--- src/rtl/instr_fetch_ctrl_if.sv ---
`default_nettype none
// ============================================================================
//  Module      : instr_fetch_ctrl_if
//  Description : Bus bundle between the fetch sequencer, the instruction
//                memory port and the decode stage.
//  Revision    : 1.0  initial release
// ============================================================================
interface instr_fetch_ctrl_if #(
  parameter int ADDR_W = 32,
  parameter int DATA_W = 32,
  parameter int CNT_W  = 16
);
  logic              enable_i;
  logic              redirect_i;
  logic [ADDR_W-1:0] redirect_pc_i;
  logic              mem_req_o;
  logic [ADDR_W-1:0] mem_addr_o;
  logic              mem_ready_i;
  logic [DATA_W-1:0] mem_data_i;
  logic              instr_valid_o;
  logic [DATA_W-1:0] instr_o;
  logic [ADDR_W-1:0] pc_o;
  logic              instr_ready_i;
  logic [CNT_W-1:0]  fetch_cnt_o;

  // Fetch controller side
  modport slave (
    input  enable_i, redirect_i, redirect_pc_i, mem_ready_i, mem_data_i,
           instr_ready_i,
    output mem_req_o, mem_addr_o, instr_valid_o, instr_o, pc_o, fetch_cnt_o
  );

  // Environment side (memory, decode, branch unit)
  modport master (
    output enable_i, redirect_i, redirect_pc_i, mem_ready_i, mem_data_i,
           instr_ready_i,
    input  mem_req_o, mem_addr_o, instr_valid_o, instr_o, pc_o, fetch_cnt_o
  );
endinterface
`default_nettype wire

--- src/rtl/instr_fetch_ctrl.sv ---
`default_nettype none
// ============================================================================
//  Module      : instr_fetch_ctrl
//  Description : Fetch sequencer. Owns the fetch PC, issues word-aligned
//                req/ready memory requests, buffers one fetched word for the
//                decode stage and applies branch redirects, squashing any
//                response still in flight.
//  Revision    : 1.0  initial release
// ============================================================================
module instr_fetch_ctrl #(
  parameter logic [31:0] RESET_PC = 32'h0000_0000,
  parameter int          ADDR_W   = 32,
  parameter int          DATA_W   = 32,
  parameter int          CNT_W    = 16
) (
  input  wire logic          clk_i,
  input  wire logic          rst_i,
  instr_fetch_ctrl_if.slave  bus
);

  typedef enum logic [1:0] {
    S_IDLE  = 2'd0,
    S_REQ   = 2'd1,
    S_VALID = 2'd2,
    S_FLUSH = 2'd3
  } state_t;

  localparam logic [ADDR_W-1:0] C_PC_STEP  = ADDR_W'(4);
  localparam logic [ADDR_W-1:0] C_RESET_PC = ADDR_W'(RESET_PC);

  state_t              r_state;
  state_t              w_state_nxt;
  logic [ADDR_W-1:0]   r_pc;
  logic [ADDR_W-1:0]   w_pc_nxt;
  logic [ADDR_W-1:0]   r_flush_addr;
  logic [ADDR_W-1:0]   w_flush_nxt;
  logic [DATA_W-1:0]   r_instr;
  logic [ADDR_W-1:0]   r_pc_out;
  logic                r_valid;
  logic [CNT_W-1:0]    r_cnt;
  logic                w_capture;
  logic                w_release;
  logic                w_count;
  logic [ADDR_W-1:0]   w_target;
  logic                w_unused_lsbs;

  // Redirect targets are forced to a word boundary; the dropped bits are
  // intentionally ignored.
  assign w_target      = {bus.redirect_pc_i[ADDR_W-1:2], 2'b00};
  assign w_unused_lsbs = ^bus.redirect_pc_i[1:0];

  // State register
  always_ff @(posedge clk_i or posedge rst_i) begin
    if (rst_i) begin
      r_state <= S_IDLE;
    end else begin
      r_state <= w_state_nxt;
    end
  end

  // Next-state and datapath control; a redirect outranks every other event
  always_comb begin
    w_state_nxt = r_state;
    w_pc_nxt    = r_pc;
    w_flush_nxt = r_flush_addr;
    w_capture   = 1'b0;
    w_release   = 1'b0;
    w_count     = 1'b0;
    case (r_state)
      S_IDLE: begin
        if (bus.redirect_i) begin
          w_pc_nxt = w_target;
        end
        if (bus.enable_i) begin
          w_state_nxt = S_REQ;
        end
      end
      S_REQ: begin
        if (bus.redirect_i) begin
          w_pc_nxt = w_target;
          // A request that has not been answered cannot be withdrawn, so
          // keep presenting it from flush_addr until memory responds.
          if (!bus.mem_ready_i) begin
            w_flush_nxt = r_pc;
            w_state_nxt = S_FLUSH;
          end
        end else if (bus.mem_ready_i) begin
          w_capture   = 1'b1;
          w_pc_nxt    = r_pc + C_PC_STEP;
          w_state_nxt = S_VALID;
        end
      end
      S_VALID: begin
        if (bus.redirect_i) begin
          w_pc_nxt    = w_target;
          w_release   = 1'b1;
          w_state_nxt = bus.enable_i ? S_REQ : S_IDLE;
        end else if (bus.instr_ready_i) begin
          w_release   = 1'b1;
          w_count     = 1'b1;
          w_state_nxt = bus.enable_i ? S_REQ : S_IDLE;
        end
      end
      S_FLUSH: begin
        // A redirect here only retargets the PC; the squashed response is
        // still retired normally so no extra request is issued.
        if (bus.redirect_i) begin
          w_pc_nxt = w_target;
        end
        if (bus.mem_ready_i) begin
          w_state_nxt = bus.enable_i ? S_REQ : S_IDLE;
        end
      end
      default: begin
        w_state_nxt = S_IDLE;
      end
    endcase
  end

  // Fetch PC and flush address
  always_ff @(posedge clk_i or posedge rst_i) begin
    if (rst_i) begin
      r_pc         <= C_RESET_PC;
      r_flush_addr <= '0;
    end else begin
      r_pc         <= w_pc_nxt;
      r_flush_addr <= w_flush_nxt;
    end
  end

  // One-entry output buffer towards decode
  always_ff @(posedge clk_i or posedge rst_i) begin
    if (rst_i) begin
      r_valid  <= 1'b0;
      r_instr  <= '0;
      r_pc_out <= '0;
    end else if (w_capture) begin
      r_valid  <= 1'b1;
      r_instr  <= bus.mem_data_i;
      r_pc_out <= r_pc;
    end else if (w_release) begin
      r_valid  <= 1'b0;
    end
  end

  // Delivered-instruction counter, sticks at all-ones
  always_ff @(posedge clk_i or posedge rst_i) begin
    if (rst_i) begin
      r_cnt <= '0;
    end else if (w_count && !(&r_cnt)) begin
      r_cnt <= r_cnt + 1'b1;
    end
  end

  assign bus.mem_req_o     = (r_state == S_REQ) || (r_state == S_FLUSH);
  assign bus.mem_addr_o    = (r_state == S_FLUSH) ? r_flush_addr : r_pc;
  assign bus.instr_valid_o = r_valid;
  assign bus.instr_o       = r_instr;
  assign bus.pc_o          = r_pc_out;
  assign bus.fetch_cnt_o   = r_cnt;

endmodule
`default_nettype wire

--- src/flat_wrapper.sv ---
// flat-port wrapper written by rule: the top's interface ports become plain ports
module instr_fetch_ctrl_flat 
#(
  parameter logic [31:0] RESET_PC = 32'h0000_0000,
  parameter int          ADDR_W   = 32,
  parameter int          DATA_W   = 32,
  parameter int          CNT_W    = 16
)
  (clk_i, rst_i, bus_enable_i, bus_redirect_i, bus_redirect_pc_i, bus_mem_ready_i, bus_mem_data_i, bus_instr_ready_i, bus_mem_req_o, bus_mem_addr_o, bus_instr_valid_o, bus_instr_o, bus_pc_o, bus_fetch_cnt_o);
  instr_fetch_ctrl_if #(.ADDR_W(ADDR_W), .DATA_W(DATA_W), .CNT_W(CNT_W)) bus_i ();
  input  wire logic clk_i;
  input  wire logic rst_i;
  input wire logic [$bits(bus_i.enable_i)-1:0] bus_enable_i;
  input wire logic [$bits(bus_i.redirect_i)-1:0] bus_redirect_i;
  input wire logic [$bits(bus_i.redirect_pc_i)-1:0] bus_redirect_pc_i;
  input wire logic [$bits(bus_i.mem_ready_i)-1:0] bus_mem_ready_i;
  input wire logic [$bits(bus_i.mem_data_i)-1:0] bus_mem_data_i;
  input wire logic [$bits(bus_i.instr_ready_i)-1:0] bus_instr_ready_i;
  output wire logic [$bits(bus_i.mem_req_o)-1:0] bus_mem_req_o;
  output wire logic [$bits(bus_i.mem_addr_o)-1:0] bus_mem_addr_o;
  output wire logic [$bits(bus_i.instr_valid_o)-1:0] bus_instr_valid_o;
  output wire logic [$bits(bus_i.instr_o)-1:0] bus_instr_o;
  output wire logic [$bits(bus_i.pc_o)-1:0] bus_pc_o;
  output wire logic [$bits(bus_i.fetch_cnt_o)-1:0] bus_fetch_cnt_o;
  assign bus_i.enable_i = bus_enable_i;
  assign bus_i.redirect_i = bus_redirect_i;
  assign bus_i.redirect_pc_i = bus_redirect_pc_i;
  assign bus_i.mem_ready_i = bus_mem_ready_i;
  assign bus_i.mem_data_i = bus_mem_data_i;
  assign bus_i.instr_ready_i = bus_instr_ready_i;
  assign bus_mem_req_o = bus_i.mem_req_o;
  assign bus_mem_addr_o = bus_i.mem_addr_o;
  assign bus_instr_valid_o = bus_i.instr_valid_o;
  assign bus_instr_o = bus_i.instr_o;
  assign bus_pc_o = bus_i.pc_o;
  assign bus_fetch_cnt_o = bus_i.fetch_cnt_o;
  instr_fetch_ctrl #(.RESET_PC(RESET_PC), .ADDR_W(ADDR_W), .DATA_W(DATA_W), .CNT_W(CNT_W)) u_core (.clk_i(clk_i), .rst_i(rst_i), .bus(bus_i));
endmodule
--- config.mk ---
export PLATFORM = sky130hd
export DESIGN_NAME = instr_fetch_ctrl_flat
export DESIGN_NICKNAME = d
export VERILOG_FILES = /design/src/rtl/instr_fetch_ctrl_if.sv /design/src/rtl/instr_fetch_ctrl.sv /design/src/flat_wrapper.sv
export SDC_FILE = /design/constraint.sdc
export NUM_CORES = 1
export LEC_CHECK = 0
export BUFFER_PORTS_ARGS = -buffer_cell sky130_fd_sc_hd__buf_2
export CAP_MARGIN = 20
export CELL_PAD_IN_SITES_DETAIL_PLACEMENT = 1
export CELL_PAD_IN_SITES_GLOBAL_PLACEMENT = 1
export CORE_MARGIN = 10
export CORE_UTILIZATION = 43
export CTS_BUF_LIST = sky130_fd_sc_hd__clkbuf_8
export CTS_CLUSTER_DIAMETER = 100
export CTS_CLUSTER_SIZE = 24
export DETAILED_ROUTE_END_ITERATION = 8
export HOLD_SLACK_MARGIN = 0.06
export MAX_ROUTING_LAYER = met4
export PLACE_DENSITY = 0.85
export SLEW_MARGIN = 20
export SYNTH_ARGS = -nofsm -noshare
export SYNTH_HDL_FRONTEND = slang
export SYNTH_SLANG_ARGS = --single-unit
--- constraint.sdc ---
create_clock -name clk_i -period 6.14 [get_ports clk_i]
set_input_delay 0.921 -clock clk_i [delete_from_list [all_inputs] [get_ports clk_i]]
set_output_delay 0.921 -clock clk_i [all_outputs]
set_load 0.01 [all_outputs]
==> results.cfg, run 1 <==
[pwr]
power.leakage_nw = 3.637
vdd_ir_drop_max_mv = 0.2104
finalPower_mw = 3.228
powerDensity_nw_per_um2 = 409.8

[global_routing]
antenna_found_initial = 0
grt_use_total_pct = 18.60
grt-ovfl-total = 0
first_global_vias = 5474
grt_max_degree = 77
grt_pass1_wl_mm = 29.33

[final_layout]
diodes = 0
final_cell_mix = buf_2, dfrtp_1, mux2_2
n_fill_cell = 1665
drive_gt1_share_pct = 48.66
fin_nets = 777
area_delta_synth_final_pct = 19.49
layout.cells.most_common = buf_2
fin_area_sq_um = 7876

[sta]
hold_violations = 0
setup_tns_ns = 0
grt_setup_unrepaired = no
final.period_utilization_pct = 53.75
clock.fmax_mhz = 303.0
setup_viol = 0
tightest_slew_ns = 0.9547
slew_headroom_pct = 36.20
finalCriticalPeriod_ns = 3.301
finClkSkew_ns = 0.009012
final_max_slew_viol_count = 0

[drt]
met2_length_mm = 9.748
route.met3.wl_microns = 834
viasPerCell = 5.386
num_vias = 4842
met1_length_mm = 7.610
top_layer = met4
drt_wl_total_mm = 18.53
dr.pass1.iters = 4
ant_nets = 0
drtIter0Drc = 264
drc = 0
wl_per_cell_microns = 20.61

[floorplanning]
core_region_area_sq_um = 15090
chipWidth_microns = 143.8
die_height_microns = 143.8
die_area_sq_um = 20680
start_util_pct = 43.68
io-pin-count = 184
num_rows = 45

[flow_run]
cap_violations = 0

[clock_network]
cts_buffers = 17
insertion_delay_ns = 0.43
cts_sinks = 141
cts_tree = yes
cts_root_buffer = clkbuf_8
cts_setup_buffers = 0
htree_levels = 4
clk_transition_reported_paths_ns = 0.07
cts_hold_buffers = 0
max-clock-path-buffers = 2
ctsResizeCount = 0

[synth]
ys.flop_type = dfrtp_1
yosysSeqAreaShare_pct = 53.53
ys_ff_latch = 141
syn_inst = 535
syn-mean-instance-area_sq_um = 12.32
synth_edf_count = 0
netlist_area_sq_um = 6591
ys_async_sr_fraction_pct = 100.0
synthDistinctLibCells = 50
yosys_warnings = 0

[critical_path]
path_cells = nand2_1, buf_4, mux2_2, buf_2
cp_data_required_time_ns = 5.22
critPathTopFamily = buffers and inverters
start_kind = flip-flop
cp.buffers_inverters = 2
crit_type = reg -> out
reg2reg_from = u_core.r_state[0]$_DFFE_PP0P_
max_stage_delay_ns = 0.51
crit_fanout = 18
reg2reg_depth = 6
worstSetupEndpointType = primary output
r2r_slack_ns = 3.82
crit_arrival_ns = 2.38
rr_endpoint = u_core.r_pc[22]$_DFFE_PP0P_
cp_slowest_cell = nand2_1

[run_status]
status = finished, final reports clean

[min_path]
worstHoldPathType = reg -> reg
hold_path.startpoint = u_core.bus.pc_o[27]$_DFFE_PP0P_
holdPathStages = 2
min_to = u_core.bus.pc_o[27]$_DFFE_PP0P_

[place]
finalWeightedCongestion = 0.8392
placed_area_sq_um = 7587
dp_hpwl_mm = 13.61
portBuffers = 177
-- cell families (layout without fill, tap and decap cells) --
| family | after synthesis | in the layout | share of synthesized area (%) |
|---|---|---|---|
| compound gates | 54 | 54 | 4.936 |
| xor+xnor | 32 | 32 | 4.252 |
| fa+ha+maj | 2 | 2 | 0.3796 |
| buf+inv | 43 | 216 | 3.417 |
| flops | 141 | 141 | 53.53 |
| mux | 127 | 127 | 21.68 |
| other cells | 1 | 4 | 0.05689 |
| simple gates | 135 | 135 | 11.75 |
-- cell type report --
| type | instances | area, sq um | area share, % |
|---|---|---|---|
| Clock buffer | 18 | 247.7 | 3.145 |
| Clock inverter | 7 | 35.03 | 0.4448 |
| Inverter | 9 | 38.79 | 0.4925 |
| Multi-Input combinational cell | 354 | 2868 | 36.41 |
| Sequential cell | 141 | 3528 | 44.80 |
| Tap cell | 188 | 235.2 | 2.987 |
| Timing Repair Buffer | 182 | 923.4 | 11.72 |
-- layer usage --
| layer | GRT usage, % | vias to the layer above |
|---|---|---|
| li1 | - | 2235 |
| met1 | 20.92 | 2470 |
| met2 | 32.16 | 110 |
| met3 | 3.960 | 27 |
| met4 | 6.502 | 0 |
| met5 | - | - |
-- where the power goes --
part           leakage [nW]  internal (mW)  switching (mW)
Sequential             1.70           1.27           0.218
Combinational          1.78          0.587           0.562
Clock                 0.155          0.267           0.323
-- stage by stage --
stage	worst slack (ns)	util [%]	instances	hold slack, ns
floorplan	1.438	-	538	0.4767
CTS	2.764	52.16	899	0.4981
global placement	2.465	50.28	874	0.4672
detailed placement	2.328	50.28	874	0.4815
finish	2.839	52.20	899	0.4981
global route	2.661	52.20	899	0.5237
-- synth_stat cells, drive strengths merged (3+ instances only) --
master | number | area, sq um
dfrtp | 141 | 3528
mux2 | 126 | 1419
nand2 | 41 | 156.4
o21ai | 25 | 125.1
buf | 22 | 143.9
xor2 | 17 | 148.9
nor2 | 16 | 60.06
nand4 | 15 | 108.9
xnor2 | 15 | 131.4
nand3 | 13 | 65.06
and3 | 12 | 75.07
clkbuf | 12 | 47.55
nor3 | 11 | 65.06
inv | 9 | 33.78
a31oi | 8 | 50.05
nor4 | 8 | 90.09
a21oi | 7 | 35.03
a211oi | 4 | 35.03
nor2b | 4 | 25.02
and4 | 3 | 27.53
-- state kept, by name, summed over array words and instances, names as in the netlist --
signal	flops
u_core.bus.instr_valid_o	1
u_core.bus.instr_o	32
u_core.r_state	2
u_core.r_flush_addr	30
u_core.r_pc	30
u_core.bus.fetch_cnt_o	16
u_core.bus.pc_o	30
-- worst max path at each step --
stage	slack, ns	cells after the start	to	startpoint
after global placement	2.47	6	u_core.r_flush_addr[15]$_DFFE_PP0P_	bus_redirect_i
after CTS	2.76	4	bus_mem_addr_o[30]	u_core.r_state[0]$_DFFE_PP0P_
after global routing	2.66	4	bus_mem_addr_o[26]	u_core.r_state[0]$_DFFE_PP0P_
after detailed placement	2.33	6	u_core.r_flush_addr[18]$_DFFE_PP0P_	bus_redirect_i
after floorplan	1.44	1	u_core.bus.fetch_cnt_o[0]$_DFFE_PP0P_	rst_i
final	2.84	4	bus_mem_addr_o[26]	u_core.r_state[0]$_DFFE_PP0P_
-- worst register-to-register path, stage by stage, from the launching register on --
cell and delay, ns:
dfrtp_1 0.53, and3b_1 0.53, nand2_1 0.10, buf_4 0.30, nor4_2 0.48, and3_1 0.23, nor3_1 0.05
(Power assumes the default switching activity.)
==> run 2, diff against run 1 <==
Settings changed: CORE_UTILIZATION 43 to 38, PLACE_DENSITY 0.85 to 0.8.
Clock period 6.14 ns to 2.7 ns, I/O delays scaled along.
==> results.cfg, run 2 (same netlist as run 1, synthesis figures left out) <==
[clock_network]
cts_setup_buffers = 0
max-clock-path-buffers = 2
ctsResizeCount = 0
cts_buffers = 17
insertion_delay_ns = 0.44
cts_hold_buffers = 0
cts_sinks = 141
htree_levels = 4
cts_root_buffer = clkbuf_8
clk_transition_reported_paths_ns = 0.08
cts_tree = yes

[sta]
final.period_utilization_pct = 85.75
grt_setup_unrepaired = no
clock.fmax_mhz = 431.9
finClkSkew_ns = 0.01559
finalCriticalPeriod_ns = 2.315
setup_tns_ns = 0
final_max_slew_viol_count = 0
setup_viol = 0
hold_violations = 0
tightest_slew_ns = 0.6429
slew_headroom_pct = 56.98

[drt]
wl_per_cell_microns = 19.94
drc = 0
viasPerCell = 5.154
drt_wl_total_mm = 18.94
ant_nets = 0
drtIter0Drc = 270
num_vias = 4896
dr.pass1.iters = 4

[pwr]
powerDensity_nw_per_um2 = 960.3
vdd_ir_drop_max_mv = 0.4247
power.leakage_nw = 3.741

[floorplanning]
core_region_area_sq_um = 17180
die_height_microns = 151.7
chipWidth_microns = 151.7
io-pin-count = 184
start_util_pct = 38.37
die_area_sq_um = 23010
num_rows = 48

[run_status]
status = finished, final reports clean

[final_layout]
fin_nets = 784
multi_input_area_sq_um = 2861
drive_gt1_share_pct = 49.79
layout.cells.most_common = buf_2
n_fill_cell = 1939
area_delta_synth_final_pct = 23.35
fin_area_sq_um = 8130
final_cell_mix = buf_2, dfrtp_1, mux2_2
largest_register_ff_count = 32
diodes = 0
regArea_sq_um = 3528

[global_routing]
grt-ovfl-total = 0
first_global_vias = 5536
grt_max_degree = 84
antenna_found_initial = 0
grt_use_total_pct = 17.14
grt_pass1_wl_mm = 30.19

[critical_path]
cp.buffers_inverters = 2
cp_data_required_time_ns = 2.30
start_kind = flip-flop
crit_arrival_ns = 1.91
crit_fanout = 19
path_cells = nand2_1, buf_4, mux2_2, buf_2
crit_type = reg -> out
cp_slowest_cell = dfrtp_1
critPathTopFamily = flip-flops
worstSetupEndpointType = primary output
max_stage_delay_ns = 0.50

[place]
portBuffers = 177
placed_area_sq_um = 7710
finalWeightedCongestion = 0.8001
dp_hpwl_mm = 14.29

[min_path]
worstHoldPathType = in -> async

[flow_run]
cap_violations = 0
==> run 2: cell types whose count changed in the layout (fill, tap and decap cells not counted) <==
cell	delta
buf_4	+5
inv_1	-1
clkinv_4	+2
buf_12	+2
clkinv_2	+1
nor3_2	+1
nor3_4	-1
bufinv_16	+3
clkbuf_8	+2
==> run 2: tightest hold or removal path, cell delays in order <==
cell and delay, ns:
buf_2 0.11, clkinvlp_4 0.10, buf_12 0.28
==> run 2: path summary, 6_finish.rpt <==
kind | to | cells past startpoint | start | slack [ns]
setup / recovery | bus_mem_addr_o[27] | 4 | u_core.r_state[0]$_DFFE_PP0P_ | 0.38
hold / removal | u_core.bus.instr_o[17]$_DFFE_PP0P_ | 3 | rst_i | 0.08
setup reg to reg | u_core.r_pc[19]$_DFFE_PP0P_ | 5 | u_core.r_state[0]$_DFFE_PP0P_ | 0.40
hold reg to reg | u_core.bus.pc_o[29]$_DFFE_PP0P_ | 1 | u_core.bus.pc_o[29]$_DFFE_PP0P_ | 0.50
max in group asynchronous | u_core.bus.instr_valid_o$_DFFE_PP0P_ | 3 | rst_i | 2.19
min in group clk_i | u_core.r_pc[21]$_DFFE_PP0P_ | 3 | bus_redirect_pc_i[21] | 0.18
==> run 2: per-layer routing <==
layer | up-vias | global-route usage, % | wire, microns
met5 | - | - | 0
met4 | 0 | 4.051 | 196
met3 | 13 | 3.891 | 972
met1 | 2520 | 20.04 | 7763
met2 | 119 | 29.37 | 10010
li1 | 2244 | - | -
==> run 2: power by group <==
group	switching (mW)	internal (mW)	leakage, nW
Clock	0.808	0.981	0.223
Combinational	1.28	1.35	1.82
Sequential	0.494	2.89	1.70
==> run 2: metrics by stage <==
| step | utilization [%] | setup slack, ns | hold WS (ns) | std cells | total power, mW |
|---|---|---|---|---|---|
| after floorplan | - | 0.5319 | 0.4767 | 538 | 4.912 |
| after global placement | 44.89 | 0.5599 | 0.4792 | 918 | 5.938 |
| after detailed placement | 44.89 | 0.4061 | 0.4900 | 918 | 6.121 |
| after CTS | 47.33 | 0.3368 | 0.07154 | 950 | 7.955 |
| after global routing | 47.33 | 0.2469 | 0.08520 | 950 | 8.311 |
| final | 47.33 | 0.3847 | 0.08145 | 950 | 7.808 |
==> run 2: layout make-up <==
cell class / count / share of cell area (%)
clock buffers: 20 / 3.386
clock inverters: 12 / 1.785
well taps: 225 / 3.463
inverters: 9 / 0.4617
flip-flops and latches: 141 / 43.40
multi-input cells: 354 / 35.20
repair buffers: 189 / 12.31
